`src/rtl/sort_pkg.sv`:
```
// Shared definitions for the sort loader and its key buffer.
// Optional feature macro: SORT_LOADER_PAD_EN (short batches padded with PAD_KEY).
package sort_pkg;
   localparam int KEY_W  = 16;
   localparam int N_PROC = 8;
   localparam int N_KEYS = 16;
   localparam int IDX_W  = $clog2(N_KEYS);

   // All-ones pad value sorts above every real unsigned key.
   localparam logic [KEY_W-1:0] PAD_KEY = 16'hFFFF;

   typedef enum logic [2:0] {
      ST_FILL = 3'd0,
      ST_LOAD = 3'd1,
      ST_RUN  = 3'd2,
      ST_DONE = 3'd3
`ifdef SORT_LOADER_PAD_EN
      ,
      ST_PAD  = 3'd4
`endif
   } loader_state_t;
endpackage

```
`src/rtl/sort_key_buffer.sv`:
```
// N_KEYS x KEY_W key register file with a single write port and a flat
// read-out laid out as the sorting array's packed init words: processor i
// sees {key[2i], key[2i+1]} in bits [32*i +: 32].
module sort_key_buffer
   import sort_pkg::*;
(
   input  logic                    clk,
   input  logic                    reset,
   input  logic                    wr_en,
   input  logic [IDX_W-1:0]        wr_idx,
   input  logic [KEY_W-1:0]        wr_data,
   output logic [N_KEYS*KEY_W-1:0] init_bus
);

   logic [KEY_W-1:0] mem [N_KEYS];

   // Key storage: cleared by reset so an aborted batch leaves no stale keys.
   always_ff @(posedge clk or negedge reset) begin
      if (!reset) begin
         for (int j = 0; j < N_KEYS; j++) begin
            mem[j] <= '0;
         end
      end else if (wr_en) begin
         mem[wr_idx] <= wr_data;
      end
   end

   // Even keys land in the upper half of their processor word, odd keys in the lower half.
   for (genvar k = 0; k < N_KEYS; k++) begin : g_pack
      localparam int POS = (k % 2 == 0) ? k + 1 : k - 1;
      assign init_bus[POS*KEY_W +: KEY_W] = mem[k];
   end

endmodule

```
`src/rtl/sort_loader.sv`:
```
// Batch loader for the sorting array: collects N_KEYS keys over a
// valid/ready stream, pulses the array's active-low reset to load them,
// then times a fixed sort window and raises done until acknowledged.
// Optional feature macro: SORT_LOADER_PAD_EN (in_last ends a short batch,
// remaining slots are filled with PAD_KEY).
//
// Handshake: a key transfers on a rising edge where in_valid && in_ready are
// both high; in_ready is only high in FILL, and upstream must hold in_valid
// and in_key stable until the transfer happens.
module sort_loader
   import sort_pkg::*;
#(
   parameter int SORT_CYCLES = 256
)(
   input  logic                    clk,
   input  logic                    reset,
   input  logic [KEY_W-1:0]        in_key,
   input  logic                    in_valid,
   output logic                    in_ready,
   input  logic                    in_last,
   output logic [N_KEYS*KEY_W-1:0] init_bus,
   output logic                    array_reset,
   output logic                    busy,
   output logic                    done,
   input  logic                    done_ack,
   output loader_state_t           state_dbg
);

   loader_state_t    state;
   loader_state_t    state_nx;
   logic [IDX_W:0]   wr_idx;
   logic [15:0]      run_cnt;
   logic             accept;
   logic             last_slot;
   logic             wr_en;
   logic [KEY_W-1:0] wr_data;
   logic             in_ready_nx;
   logic             array_reset_nx;
   logic             busy_nx;
   logic             done_nx;

   assign accept    = (state == ST_FILL) && in_valid && in_ready;
   assign last_slot = (wr_idx == (IDX_W+1)'(N_KEYS - 1));
   assign state_dbg = state;

`ifndef SORT_LOADER_PAD_EN
   // Without padding support the end-of-batch marker has no effect.
   logic unused_in_last;
   assign unused_in_last = in_last;
`endif

   // State register.
   always_ff @(posedge clk or negedge reset) begin
      if (!reset) begin
         state <= ST_FILL;
      end else begin
         state <= state_nx;
      end
   end

   // Next-state logic.
   always_comb begin
      state_nx = state;
      case (state)
         ST_FILL: begin
            if (accept) begin
               if (last_slot) begin
                  state_nx = ST_LOAD;
               end
`ifdef SORT_LOADER_PAD_EN
               else if (in_last) begin
                  state_nx = ST_PAD;
               end
`endif
            end
         end
`ifdef SORT_LOADER_PAD_EN
         ST_PAD: begin
            if (last_slot) begin
               state_nx = ST_LOAD;
            end
         end
`endif
         ST_LOAD: state_nx = ST_RUN;
         ST_RUN: begin
            if (run_cnt == 16'(SORT_CYCLES - 1)) begin
               state_nx = ST_DONE;
            end
         end
         ST_DONE: begin
            if (done_ack) begin
               state_nx = ST_FILL;
            end
         end
         default: state_nx = ST_FILL;
      endcase
   end

   // Buffer write port: accepted keys in FILL, pad keys in PAD.
   always_comb begin
      wr_en   = accept;
      wr_data = in_key;
`ifdef SORT_LOADER_PAD_EN
      if (state == ST_PAD) begin
         wr_en   = 1'b1;
         wr_data = PAD_KEY;
      end
`endif
   end

   // Output decode from the next state, registered below so every output is a flop.
   always_comb begin
      in_ready_nx    = (state_nx == ST_FILL);
      array_reset_nx = (state_nx != ST_LOAD);
      busy_nx        = (state_nx == ST_RUN);
      done_nx        = (state_nx == ST_DONE);
   end

   // Output registers: in_ready and array_reset are held low during reset.
   always_ff @(posedge clk or negedge reset) begin
      if (!reset) begin
         in_ready    <= 1'b0;
         array_reset <= 1'b0;
         busy        <= 1'b0;
         done        <= 1'b0;
      end else begin
         in_ready    <= in_ready_nx;
         array_reset <= array_reset_nx;
         busy        <= busy_nx;
         done        <= done_nx;
      end
   end

   // Write index: advances on each buffer write, rewinds when the batch is acknowledged.
   always_ff @(posedge clk or negedge reset) begin
      if (!reset) begin
         wr_idx <= '0;
      end else if ((state == ST_DONE) && done_ack) begin
         wr_idx <= '0;
      end else if (wr_en) begin
         wr_idx <= wr_idx + 1'b1;
      end
   end

   // Sort window counter: cleared in LOAD, counts every RUN cycle.
   always_ff @(posedge clk or negedge reset) begin
      if (!reset) begin
         run_cnt <= '0;
      end else if (state == ST_LOAD) begin
         run_cnt <= '0;
      end else if (state == ST_RUN) begin
         run_cnt <= run_cnt + 16'd1;
      end
   end

   sort_key_buffer u_buf (
      .clk      (clk),
      .reset    (reset),
      .wr_en    (wr_en),
      .wr_idx   (wr_idx[IDX_W-1:0]),
      .wr_data  (wr_data),
      .init_bus (init_bus)
   );

endmodule

```
`config.mk`:
```
export PLATFORM = sky130hd
export DESIGN_NAME = sort_loader
export DESIGN_NICKNAME = d
export VERILOG_FILES = /design/src/rtl/sort_pkg.sv /design/src/rtl/sort_key_buffer.sv /design/src/rtl/sort_loader.sv
export SDC_FILE = /design/constraint.sdc
export NUM_CORES = 1
export LEC_CHECK = 0
export ABC_AREA = 1
export CAP_MARGIN = 5
export CORE_MARGIN = 5
export CORE_UTILIZATION = 45
export DETAILED_ROUTE_END_ITERATION = 16
export DONT_BUFFER_PORTS = 1
export PLACE_DENSITY_LB_ADDON = 0.1
export SYNTH_ARGS = -nofsm -noshare
export SYNTH_HDL_FRONTEND = slang
export SYNTH_SLANG_ARGS = --single-unit
```
`constraint.sdc`:
```
create_clock -name clk -period 1.79 [get_ports clk]
set_input_delay 0.0895 -clock clk [delete_from_list [all_inputs] [get_ports clk]]
set_output_delay 0.0895 -clock clk [all_outputs]
set_load 0.01 [all_outputs]
```
* Yosys cells after proc, flatten, opt, wreduce, memory -nomap -nowiden
Index checks and enable logic that the tools add are counted.
** Word-level totals
- Output and inout port bits :: 263
- Memories :: 0
- Bits in writable memories :: 0
- Bits in registers :: 284
- ROM bits :: 0
- Latch bits :: 0
- Input bits :: 21
** Operators by class
- Bitwise operators :: 1
- Reduce and logical (&&, ||, !) cells :: 8
- Magnitude comparators :: 2
- Divide/modulo/power cells :: 0
- $mul :: 0
- Shift-type cells :: 0
- Mux-type cells :: 12
- Add/sub/neg operators :: 2
- Equal/unequal tests :: 8
** Operators with widths (number)
- $bwmux 256 :: 1
- $demux 16 s4 :: 1
- $mux 16 :: 3
- $add 16x1->16 const B :: 1
- $eq 16x8->1 const B :: 1
- $eq 3x2->1 const B :: 4
- $mux 3 :: 4
- $pmux 3 s4 :: 1
- $mux 5 :: 2
- $logic_not 3->1 :: 2
- $add 5x1->5 const B :: 1
- $eq 5x4->1 const B :: 1
- $ge 5x5->1 const B :: 1
- $lt 5x1->1 const B :: 1
- $not 4->5 :: 1
- $logic_and 1x1->1 :: 4
- $reduce_bool 2->1 :: 2
- $eq 3x1->1 const B :: 1
- $ne 3x1->1 const B :: 1

* Depth between registers and ports, before layout
- Depth in word-level cells :: 6
- Gate-level depth with buffers :: 10

* By module
From an unflattened synthesis, not the netlist that was laid out.
** Unflattened totals
- Cell total of the unflattened synthesis :: 1427
- Area total of the unflattened synthesis :: 12274.3 sq um
** Modules (own cells, without submodules)
- sort_key_buffer :: area each 10686.5 sq um, instances 1, cells each 1230
- sort_loader :: area each 1587.8 sq um, instances 1, cells each 197

* Worst setup path after synthesis
Ideal clock, no wire load.
- Path kind :: register to register
- From :: register wr_idx[0]
- To :: register busy
- Clock period less this slack :: 1.686 ns
- Stages on the path, launching flop included :: 11
- Library setup time :: 0.125 ns
- Buffers on the path :: 1
- Setup slack :: 0.104 ns
- Arrival :: 1.561 ns
- Cells stage by stage :: dfrtp_1 ha_1 inv_2 nor2_2 buf_2 ha_1 nand3_1 nand2_1 inv_1 nand2_1 nor2_1
** On the way
- Word-level cells in the longest chain between the ends :: 5
** Ends and longest elaborated chain
- start, declared :: line sort_loader.sv:31 : logic [IDX_W:0] wr_idx;
- start signal, assigned :: line sort_loader.sv:141 : wr_idx <= wr_idx + 1'b1;
- $eq 5x4->1 :: line sort_loader.sv:43 : assign last_slot = (wr_idx == (IDX_W+1)'(N_KEYS - 1));
- $mux 3 :: line sort_loader.sv:67 : if (last_slot) begin
- $mux 3 :: line sort_loader.sv:66 : if (accept) begin
- $pmux 3 s4 :: line sort_loader.sv:64 : case (state)
- named net state_nx[0] :: line sort_loader.sv:30 : loader_state_t state_nx;
- $eq 3x2->1 :: line sort_loader.sv:115 : busy_nx = (state_nx == ST_RUN);
- named net busy_nx :: line sort_loader.sv:39 : logic busy_nx;
- end signal, assigned :: line sort_loader.sv:129 : busy <= busy_nx;
- end, declared :: line sort_loader.sv:23 : output logic busy,
The timed path passes the listed nets, and every way through them passes these cells.
A chain may end at the register's enable or synchronous reset.

* Worst setup path in the final report
- From :: register state[2] (netlist: state_dbg[2])
- To :: register u_buf.mem (netlist bit u_buf.init_bus[241])
** On the way
- Word-level cells in the longest chain between the ends :: 3
** Ends and longest elaborated chain
- start, declared :: line sort_loader.sv:29 : loader_state_t state;
- start signal, assigned :: line sort_loader.sv:57 : state <= state_nx;
- $logic_not 3->1 :: line sort_loader.sv:42 : assign accept = (state == ST_FILL) && in_valid && in_ready;
- $logic_and 1x1->1 (2 in a row) :: line sort_loader.sv:42
- end signal, assigned by index :: line sort_key_buffer.sv:24 : mem[wr_idx] <= wr_data;
- end, declared :: line sort_key_buffer.sv:15 : logic [KEY_W-1:0] mem [N_KEYS];
Every way passes these cells.

==> results.py <==
metrics = {
    "detailed_routing": {
        "drtPass1Iterations": 5,
        "drc": 0,
        "drt_wl_total_microns": 35700,
        "drt_iter0_markers": 838,
        "wl_per_cell_microns": 20.7,
        "vias": 8969,
        "viasPerCell": 5.21,
        "ant_nets": 0,
    },
    "final_layout": {
        "syn2layout_area_growth_pct": 15.0,
        "final_common_cell": "nand2_1",
        "layout-drive-gt1-share_pct": 8.37,
        "final_cell_mix": "nand2_1 (509), dfrtp_1 (284), nand3_1 (212)",
        "finalNonFillerCells": 1721,
        "diodes": 0,
        "finish.net_count": 1392,
    },
    "synth": {
        "synth_fp_nets": 1387,
        "synth_cell_types": 25,
        "synth_seq_cells": 284,
        "yosysWarningCount": 0,
        "ys_seq_area_share_pct": 60.7,
        "syn_inst": 1360,
        "avgSynthCellArea_sq_um": 8.62,
        "syn_area_sq_mm": 0.0117,
    },
    "die": {
        "std_cell_rows": 59,
        "fp.coreArea_sq_mm": 0.0258,
        "die_w_microns": 171,
        "start_util_pct": 45.4,
        "die_h_microns": 171,
        "dieArea_sq_mm": 0.0294,
        "ios": 284,
    },
    "global_route": {
        "first_global_vias": 8699,
        "antenna_found_initial": 0,
        "grt_pass1_wl_microns": 54300,
        "grt_use_total_pct": 23.7,
        "grt_max_degree": 285,
        "grt-ovfl-total": 0,
    },
    "critical_path": {
        "worstReg2RegEnd": "u_buf.init_bus[241]$_DFFE_PN0P_",
        "worstPathArrival_ns": 2.04,
        "reg2regPathDepth": 7,
        "path_max_fanout": 25,
        "r2r_start": "state_dbg[2]$_DFF_PN0_",
        "startpoint_type": "register",
        "critPathRequiredTime_ns": 2.23,
        "end_kind": "register",
        "path_class": "reg2reg",
        "r2r_setup_slack_ns": 0.19,
    },
    "timing": {
        "min_period_ns": 1.60,
        "finalSetupViolCount": 0,
        "fmax_mhz": 623,
        "timing.final.crit_share_pct": 89.7,
        "tightest_slew_ns": 1.18,
        "skew_ns": 0.0171,
        "finalHoldViolCount": 284,
        "fin_setup_tns_ns": 0,
        "holdWs_ns": -0.757,
        "finalMaxSlewViolations": 0,
        "worst_slew_margin_rel_pct": 20.7,
        "rsz0062_at_grt": "false",
    },
    "cts": {
        "cts_setup_buffers": 0,
        "root_buffer": "clkbuf_16",
        "clk_latency_ns": 0.55,
        "htreeDepth": 1,
        "cts_tree": "done",
        "holdBufCountCts": 26,
        "cts.path.max_buffers": 3,
        "clk_pin_slew_worst_paths_ns": 0.06,
        "cts_sinks": 284,
        "numCtsBuffers": 30,
    },
    "power_and_ir_drop": {
        "vdd_drop_max_v": 0.000895,
        "leakagePower_nw": 7.04,
        "comb_power_share_pct": 15.6,
        "powerDensity_mw_per_mm2": 1660,
        "p_sw_share_pct": 37.2,
        "seqPwrFrac_pct": 57.0,
        "switchingPower_w": 0.00833,
        "power.share.clock_pct": 27.3,
        "p_int_w": 0.0140,
    },
    "job": {
        "drv_cap": 0,
    },
    "hold_path": {
        "min-delay-path-class": "in2async",
    },
    "run_status": {
        "violations": "negative hold slack",
        "status": "complete, but fails checks",
    },
    "placement": {
        "port_buffers": 0,
        "gp_congestion": 0.824,
        "dpl.hpwl_microns": 22300,
        "dp.cells": 1642,
    },
}
[synthesized netlist by cell type]
| library cell | number | share of area, % |
|---|---|---|
| nor2_1 | 43 | 1.4 |
| nor3b_1 | 1 | 0.064 |
| o21ai_0 | 69 | 2.9 |
| buf_2 | 27 | 1.2 |
| nand3_1 | 212 | 9.1 |
| nand2_1 | 510 | 16 |
| inv_2 | 4 | 0.13 |
| o22ai_1 | 1 | 0.053 |
| buf_6 | 1 | 0.096 |
| nor3_2 | 4 | 0.34 |
| nor2_2 | 10 | 0.53 |
| buf_4 | 3 | 0.19 |
| a31oi_1 | 1 | 0.053 |
| dfrtp_1 | 284 | 61 |
| buf_1 | 9 | 0.29 |
| nand4_1 | 5 | 0.27 |
| nor3_1 | 4 | 0.17 |
| ha_1 | 6 | 0.64 |
| nand2_2 | 8 | 0.43 |
| o21ai_1 | 3 | 0.13 |
| a21oi_1 | 8 | 0.34 |
| inv_1 | 93 | 3.0 |
| conb_1 | 1 | 0.032 |
| xor2_1 | 1 | 0.075 |
| clkbuf_1 | 52 | 1.7 |
[final cells by class]
cell class	instances	area [sq um]
fill	2391	12400
inverter	97	369
timing repair buffer	65	746
multi-input combinational	887	3870
tap	335	419
clock buffer	47	875
clock inverter	6	91.3
sequential	284	7110
[routing by layer]
metal / global-route usage [%] / vias up / wire length, microns
li1: - / 4278 / -
met1: 32.7 / 4317 / 15000
met2: 36.2 / 328 / 15900
met3: 8.71 / 46 / 3970
met4: 5.44 / 0 / 742
met5: 0 / - / 0
[sequential cells by signal, indices dropped and copies added, names as in the netlist]
name / count
u_buf.init_bus: 256
array_reset: 1
state_dbg: 3
busy: 1
wr_idx: 5
done: 1
run_cnt: 16
in_ready: 1
[critical path, cell delays in order, from the launching register on]
cell	delay (ns)
dfrtp_1	0.38
nor2_2	0.20
nand2_2	0.13
inv_6	0.22
buf_12	0.18
nand2_2	0.21
nand2_1	0.12
nand2_1	0.06
[repair_timing]
action                                 in CTS  in global routing
setup endpoints to repair                   0                 28
endpoints found under the hold margin     551                284
resized for setup                           0                  2
[cell families (layout without fill, tap and decap cells)]
| group | Yosys count | in the layout | synth area share [%] |
|---|---|---|---|
| AOI/OAI and AO/OA | 82 | 82 | 3.52 |
| other | 1 | 1 | 0.0320 |
| buffers and inverters | 189 | 215 | 6.50 |
| DFF | 284 | 284 | 60.7 |
| and+or+nand+nor | 797 | 797 | 28.6 |
| adders and majority gates | 6 | 6 | 0.641 |
| xor gates and xnor gates | 1 | 1 | 0.0748 |
[worst max path at each step]
| stage | startpoint | endpoint | slack [ns] | cells past startpoint |
|---|---|---|---|---|
| 3_3_place_gp | state_dbg[2]$_DFF_PN0_ | u_buf.init_bus[182]$_DFFE_PN0P_ | 0.15 | 6 |
| 3_5_place_dp | state_dbg[2]$_DFF_PN0_ | u_buf.init_bus[186]$_DFFE_PN0P_ | 0.10 | 6 |
| 6_report | state_dbg[2]$_DFF_PN0_ | u_buf.init_bus[241]$_DFFE_PN0P_ | 0.19 | 7 |
| 2_1_floorplan | wr_idx[0]$_DFFE_PN0P_ | busy$_DFF_PN0_ | 0.10 | 10 |
| 5_1_grt | wr_idx[0]$_DFFE_PN0P_ | u_buf.init_bus[212]$_DFFE_PN0P_ | 0.001 | 7 |
| 4_1_cts | state_dbg[2]$_DFF_PN0_ | u_buf.init_bus[186]$_DFFE_PN0P_ | 0.1 | 6 |
[metrics by stage]
step                      setup slack (ns)  utilization, %  total power [W]  instance area [sq um]
after floorplan                      0.104               -           0.0145                  11700
after global placement               0.151            47.1           0.0160                  12200
after detailed placement             0.104            47.1           0.0162                  12200
after CTS                           0.0961            52.1           0.0227                  13500
after global routing               0.00124            52.2           0.0238                  13500
final                                0.185            52.2           0.0224                  13500
[power by group through the flow]
stage | clock network (W) | logic [W] | registers [W]
final | 0.00612 | 0.00350 | 0.0128
after global routing | 0.00652 | 0.00419 | 0.0131
after CTS | 0.00628 | 0.00354 | 0.0128
after detailed placement | 0 | 0.00330 | 0.0129
after global placement | 0 | 0.00311 | 0.0129
after floorplan | 0 | 0.00268 | 0.0118
Power figures use the tool's default switching activity.
